**src/rtl/gf2m_571_reducer.sv**
```systemverilog
// GF(2^571) reducer for the NIST B-571 trinomial-free pentanomial
// f(x) = x^571 + x^10 + x^5 + x^2 + 1.
// Takes an unreduced 1142-bit carry-less product and folds it down to a
// 571-bit field element in two XOR-only passes, with a fixed 4-cycle cadence.
module gf2m_571_reducer (
  input  logic          clk,
  input  logic          rst,
  input  logic          start,
  input  logic [1141:0] c_in,
  output logic [570:0]  r,
  output logic          busy,
  output logic          done
);

  typedef enum logic [1:0] {
    IDLE,
    FOLD1,
    FOLD2,
    OUT
  } state_t;

  state_t         state;
  state_t         state_next;
  logic [1141:0]  acc;
  logic [570:0]   hi;
  logic [580:0]   fold1;
  logic [9:0]     hi2;
  logic [570:0]   fold2;

  // First fold: x^571 == x^10 + x^5 + x^2 + 1, so the upper half folds into
  // a 581-bit value (the <<10 term spills 10 bits past bit 570).
  always_comb begin
    hi    = acc[1141:571];
    fold1 = {10'b0, acc[570:0]}
          ^ {10'b0, hi}
          ^ ({10'b0, hi} << 2)
          ^ ({10'b0, hi} << 5)
          ^ ({10'b0, hi} << 10);
  end

  // Second fold: the 10 spill bits fold once more; the result cannot spill
  // again since hi2<<10 reaches at most bit 19.
  always_comb begin
    hi2   = acc[580:571];
    fold2 = acc[570:0]
          ^ {561'b0, hi2}
          ^ ({561'b0, hi2} << 2)
          ^ ({561'b0, hi2} << 5)
          ^ ({561'b0, hi2} << 10);
  end

  // State register.
  always_ff @(posedge clk) begin
    if (rst) begin
      state <= IDLE;
    end else begin
      state <= state_next;
    end
  end

  // Next-state logic; start is only honoured in IDLE.
  always_comb begin
    state_next = state;
    case (state)
      IDLE:    if (start) state_next = FOLD1;
      FOLD1:   state_next = FOLD2;
      FOLD2:   state_next = OUT;
      OUT:     state_next = IDLE;
      default: state_next = IDLE;
    endcase
  end

  // Datapath: accumulator folding, result register and status flags.
  // busy is registered from the next state so it tracks FOLD1..OUT exactly.
  always_ff @(posedge clk) begin
    if (rst) begin
      acc  <= '0;
      r    <= '0;
      busy <= 1'b0;
      done <= 1'b0;
    end else begin
      done <= 1'b0;
      busy <= (state_next != IDLE);
      case (state)
        IDLE: begin
          if (start) acc <= c_in;
        end
        FOLD1: begin
          acc <= {561'b0, fold1};
        end
        FOLD2: begin
          acc <= {571'b0, fold2};
        end
        OUT: begin
          r    <= acc[570:0];
          done <= 1'b1;
        end
        default: begin
        end
      endcase
    end
  end

endmodule

```
**config.mk**
```make
export PLATFORM = sky130hd
export DESIGN_NAME = gf2m_571_reducer
export DESIGN_NICKNAME = d
export VERILOG_FILES = /design/src/rtl/gf2m_571_reducer.sv
export SDC_FILE = /design/constraint.sdc
export NUM_CORES = 2
export LEC_CHECK = 0
export CAP_MARGIN = 0
export CORE_AREA = 2 2 666 668
export CTS_CLUSTER_DIAMETER = 150
export DETAILED_ROUTE_END_ITERATION = 7
export DIE_AREA = 0 0 668 670
export GPL_TIMING_DRIVEN = 0
export PLACE_DENSITY = 0.42
export SLEW_MARGIN = 40
export SYNTH_ARGS = -nofsm -noshare
export SYNTH_HDL_FRONTEND = slang
export SYNTH_SLANG_ARGS = --single-unit
```
**constraint.sdc**
```tcl
create_clock -name clk -period 5.9 [get_ports clk]
set_input_delay 0.885 -clock clk [delete_from_list [all_inputs] [get_ports clk]]
set_output_delay 0.885 -clock clk [all_outputs]
set_load 0.1 [all_outputs]
```
# Word level (Yosys, flattened, before mapping)
# Index checks and enable logic that the tools add are counted.
# op_classes
n_addsub,0
multipliers,0
div,0
n_lt_le_gt_ge,0
n_eq_ne,4
n_shift,0
muxes,5
bitwise_logic,8
reduce_logical,4
# ops
operator,n
$pmux 1142 s3,1
$mux 1142,1
$xor 576x581->581,1
$xor 573x576->576,1
$xor 571x573->573,1
$xor 571x10->571,1
$xor 571x12->571,1
$xor 571x15->571,1
$xor 571x20->571,1
$xor 571x571->571,1
$pmux 2 s4,1
$eq 2x2->1 const B,2
$reduce_bool 3->1,1
$eq 2x1->1 const B,1
$logic_not 2->1,1
$mux 2,1
$ne 2x2->1 const B,1
$reduce_and 2->1,1
$reduce_bool 2->1,1
$mux 1,1
# word_totals
ff_bits,1717
latch_bits,0
mem_bits_rw,0
romBits,0
input_bits,1145
output_inout_bits,573
mem_count,0

# Logic depth before layout (Yosys ltp)
# depth
word_depth,5
depth_mapped,10

# Worst setup path before layout
# OpenSTA, ideal clock, no wires.
# synth_path
path_type,input port to flip-flop
start,input start
end,register acc[215]
setup_ps,120
t_arrival_ps,2034
required_ps,5780
path_slack_ps,3746
stages,8
path_cell_list,nor2b_1 -> buf_2 -> or3_1 -> buf_6 -> buf_6 -> buf_6 -> a221oi_2 -> nor2_1
# synth_via
elab_chain_len,2
# synth_rtl
item,line,rtl
"start, declared",8,"input logic start,"
$ne 2x2->1 (no line),n/a,
$reduce_and 2->1 (no line),n/a,
"end signal, assigned",86,if (start) acc <= c_in;
"end signal, assigned",89,"acc <= {561'b0, fold1};"
"end signal, assigned",92,"acc <= {571'b0, fold2};"
"end, declared",24,logic [1141:0] acc;
# Every way passes these cells.
# A chain may end at the register's enable or synchronous reset.

# Worst setup path after layout
# layout_path
start,register state[0]
end,register acc[361]
# layout_via
elab_chain_len,3
elab_cells_between_ends,7
classes_between,3 x eq/ne; 1 x mux; 3 x reduce/logical
# layout_rtl
item,line,rtl
"start, declared",22,state_t state;
"start signal, assigned",57,state <= state_next;
"$eq 2x2->1, or another cell as far along",84,case (state)
$reduce_bool 3->1 (no line) / $ne 2x2->1 (equally long branches),n/a,
$reduce_and 2->1 (no line),n/a,
# Parallel ways exist; a longest one is shown, timed or not.

==> metrics.txt <==
# TYPE chip_impl_metric gauge
chip_impl_info{name="run_status",value="complete, no violations"} 1
chip_impl_metric{name="synth_area",unit="um2"} 86400
chip_impl_metric{name="io_pins",unit=""} 1718
chip_impl_metric{name="portBuffers",unit=""} 1716
chip_impl_metric{name="dp_hpwl",unit="um"} 442000
chip_impl_metric{name="post-place-ws",unit="ns"} 1.61
chip_impl_metric{name="finalWirelength",unit="um"} 535000
chip_impl_metric{name="grt_max_degree",unit=""} 17
chip_impl_metric{name="fin_skew",unit="ns"} 0.0528
chip_impl_metric{name="die_height",unit="um"} 670
chip_impl_metric{name="drv.max_cap_violation_count",unit=""} 0
chip_impl_metric{name="fmaxAchievable",unit="GHz"} 0.283
chip_impl_metric{name="slew_headroom",unit=""} 0.407
chip_impl_metric{name="ys_types",unit=""} 38
chip_impl_metric{name="cts_resized",unit=""} 0
chip_impl_metric{name="critPathMaxStageDelay",unit="ns"} 0.67
chip_impl_metric{name="dieArea",unit="um2"} 448000
chip_impl_info{name="setup.worst_path.end_class",value="flip-flop"} 1
chip_impl_info{name="layout.cells.most_common_list",value="1717 x dfxtp_1, 1143 x clkdlybuf4s50_1, 1113 x nor2_1"} 1
chip_impl_metric{name="synth.yosys.warnings",unit=""} 0
chip_impl_metric{name="clock_sink_count",unit=""} 1717
chip_impl_metric{name="final-hold-violation-count",unit=""} 0
chip_impl_metric{name="syn-instance-count",unit=""} 8625
chip_impl_metric{name="chipWidth",unit="um"} 668
chip_impl_metric{name="sequential_cell_area_fraction_in_the_yosys_report",unit=""} 0.398
chip_impl_metric{name="area_growth",unit="%"} 35.2
chip_impl_info{name="rsz0062_at_grt",value="no"} 1
chip_impl_metric{name="clock_tree.htree_level_count",unit=""} 4
chip_impl_metric{name="final.setup.tns",unit="ns"} 0
chip_impl_info{name="tritoncts",value="yes"} 1
chip_impl_metric{name="gr-total-overflow",unit=""} 0
chip_impl_metric{name="total_power",unit="mW"} 75.8
chip_impl_metric{name="final.min_clock_period",unit="ns"} 3.53
chip_impl_metric{name="vdd.ir_drop.worst",unit="uV"} 289
chip_impl_metric{name="vias_per_cell",unit=""} 4.53
chip_impl_metric{name="worst_hold_path_cell_count",unit=""} 2
chip_impl_metric{name="setup_violations",unit=""} 0
chip_impl_info{name="worstSetupStartpointType",value="flip-flop"} 1
chip_impl_metric{name="layout_worst_path_cycle_share",unit=""} 0.599
chip_impl_metric{name="cts.path.max_buffers",unit=""} 4
chip_impl_metric{name="drc",unit=""} 0
chip_impl_metric{name="antenna_violating_nets_post_route",unit=""} 0
chip_impl_metric{name="p_leak",unit="nW"} 44.7
chip_impl_metric{name="drt-initial-drc-count",unit=""} 6601
chip_impl_metric{name="groute.usage.overall",unit=""} 0.228
chip_impl_metric{name="routed_wire_length_per_instance",unit="um"} 31.7
chip_impl_info{name="root_buffer",value="clkbuf_16"} 1
chip_impl_metric{name="floorplan.initialDensity",unit=""} 0.196
chip_impl_metric{name="core_region_area",unit="um2"} 440000
chip_impl_metric{name="worst_slew_pin_slew",unit="ns"} 0.890
chip_impl_info{name="final_common_cell",value="dfxtp_1"} 1
chip_impl_metric{name="clock_latency",unit="ns"} 0.94
chip_impl_metric{name="syn_nets",unit=""} 9775
chip_impl_metric{name="required",unit="ns"} 6.75
chip_impl_metric{name="gp_congestion",unit=""} 0.942
chip_impl_metric{name="synth.ff_latch_count",unit=""} 1717
chip_impl_metric{name="dr.pass1.iters",unit=""} 6
chip_impl_metric{name="core.rowCount",unit=""} 244
chip_impl_metric{name="synth_area_per_cell",unit="um2"} 10.0
chip_impl_metric{name="final-max-slew-violation-count",unit=""} 0
chip_impl_metric{name="n_fill_cell",unit=""} 47500
chip_impl_metric{name="path_clk_slew",unit="ns"} 0.06
chip_impl_info{name="timing.hold.worst.class",value="reg2reg"} 1
chip_impl_metric{name="power_density",unit="nW/um2"} 649
chip_impl_metric{name="first_global_vias",unit=""} 73300
chip_impl_metric{name="final_layout_size_suffix_gt1_frac",unit=""} 0.156
chip_impl_metric{name="grt_antenna_before_repair",unit=""} 311
chip_impl_metric{name="final_net_count",unit=""} 11700
chip_impl_info{name="path_cells",value="inv_1 -> ha_1 -> clkbuf_1 -> nor3_1 -> buf_2 -> buf_2 -> clkbuf_1 -> o21ai_0 -> nor2_1"} 1
chip_impl_metric{name="cts_hold_buffers_added",unit=""} 0
chip_impl_metric{name="cts_setup_buffers",unit=""} 0
chip_impl_metric{name="reg2reg_depth",unit=""} 9
chip_impl_metric{name="cp_max_fanout",unit=""} 10
chip_impl_metric{name="cts_made_buffers",unit=""} 218
chip_impl_info{name="crit_slowest_cell",value="buf_2"} 1
chip_impl_metric{name="grt_first_pass_wirelength",unit="um"} 694000
chip_impl_metric{name="arrival",unit="ns"} 4.39
chip_impl_metric{name="via_count",unit=""} 76200
chip_impl_info{name="criticalPathCategory",value="reg2reg"} 1
chip_impl_metric{name="fin_ws",unit="ns"} 2.37
chip_impl_metric{name="finalCoreUtilization",unit=""} 0.265
## kinds of logic after synthesis
kind of cell | after synthesis | synth area share
adder cells (fa/ha/maj) | 5 | 0.000724
AO/OA/AOI/OAI | 1765 | 0.150
XOR/XNOR | 1430 | 0.229
flip-flops | 1717 | 0.398
AND/OR/NAND/NOR | 2386 | 0.114
multiplexers | 589 | 0.0682
buffers and inverters | 733 | 0.0393
## registers in the layout (all words and copies together) (netlist names)
name / flops
state: 2
acc: 1142
busy: 1
done: 1
r: 571
## worst max-delay path: cells and delay by family (launching register included)
family / cells / cell delay, ns
AND/OR/NAND/NOR: 2 / 0.46
adder cells (fa/ha/maj): 1 / 0.21
AO/OA/AOI/OAI: 1 / 0.17
flip-flops: 1 / 0.41
buffers and inverters: 5 / 2.16
## Yosys cell counts
cell type | count | share of area
a21oi_1 | 670 | 0.039
buf_4 | 1 | 0.000087
xnor3_1 | 525 | 0.14
and3_1 | 6 | 0.00043
nand2b_1 | 2 | 0.00014
nor4_1 | 7 | 0.00051
buf_2 | 274 | 0.016
a221oi_1 | 157 | 0.016
xor3_1 | 3 | 0.00083
o31ai_1 | 6 | 0.00052
or2_2 | 2 | 0.00014
a311oi_1 | 5 | 0.00051
nand3_1 | 581 | 0.034
ha_1 | 5 | 0.00072
o21ai_0 | 554 | 0.032
buf_6 | 40 | 0.0052
a32oi_1 | 2 | 0.00020
a31oi_1 | 15 | 0.0011
a221oi_2 | 350 | 0.061
nor3_1 | 27 | 0.0016
xnor2_1 | 552 | 0.056
nor2_1 | 1114 | 0.048
clkbuf_1 | 398 | 0.017
a2111oi_0 | 1 | 0.00010
a21o_1 | 2 | 0.00017
inv_2 | 1 | 0.000043
inv_1 | 4 | 0.00017
mux2i_1 | 589 | 0.068
xor2_1 | 350 | 0.035
buf_1 | 15 | 0.00065
nor2b_1 | 11 | 0.00080
nand2_1 | 600 | 0.026
nand3b_1 | 9 | 0.00078
or3_1 | 15 | 0.0011
a211oi_1 | 3 | 0.00026
nor3b_1 | 2 | 0.00017
dfxtp_1 | 1717 | 0.40
and2_1 | 10 | 0.00072
## area by class of cell
| class | instances | area [um2] | share of cell area |
|---|---|---|---|
| antenna | 168 | 420 | 0.00360 |
| buffer | 728 | 3500 | 0.0300 |
| clock buffer | 317 | 6370 | 0.0545 |
| clock inverter | 82 | 1090 | 0.00934 |
| inverter | 5 | 18.8 | 0.000161 |
| multi-input combinational | 6175 | 48700 | 0.417 |
| sequential | 1717 | 34400 | 0.294 |
| tap | 5904 | 7390 | 0.0632 |
| timing repair buffer | 1743 | 15000 | 0.128 |
## report_power, final
| part | total (mW) | internal [mW] | switching (mW) |
|---|---|---|---|
| clock | 14.3 | 8.36 | 5.97 |
| sequential | 19.8 | 14.8 | 5.02 |
| combinational | 41.7 | 17.8 | 23.9 |
| total | 75.8 | 40.9 | 34.9 |
## metal layers
| metal | wire length, um | track usage | up-vias |
|---|---|---|---|
| li1 | - | - | 34500 |
| met1 | 217000 | 0.277 | 37800 |
| met2 | 251000 | 0.371 | 2984 |
| met3 | 40800 | 0.0627 | 922 |
| met4 | 25600 | 0.109 | 118 |
| met5 | 766 | 0 | - |
## through the flow
stage / area [um2] / instances / hold slack [ns]
after floorplan: 86400 / 8625 / 0.451
after global placement: 111000 / 16200 / 0.469
after detailed placement: 109000 / 16300 / 0.472
after CTS: 116000 / 16700 / 0.434
after global routing: 117000 / 16800 / 0.482
final: 117000 / 16800 / 0.478
## final timing paths
kind              startpoint  endpoint  slack (ns)
setup / recovery    state[0]  acc[361]        2.37
setup reg to reg    state[0]  acc[361]        2.37
hold / removal      acc[134]  acc[134]        0.48
hold reg to reg     acc[134]  acc[134]        0.48
Note: power is estimated with default switching activity, not from simulation.
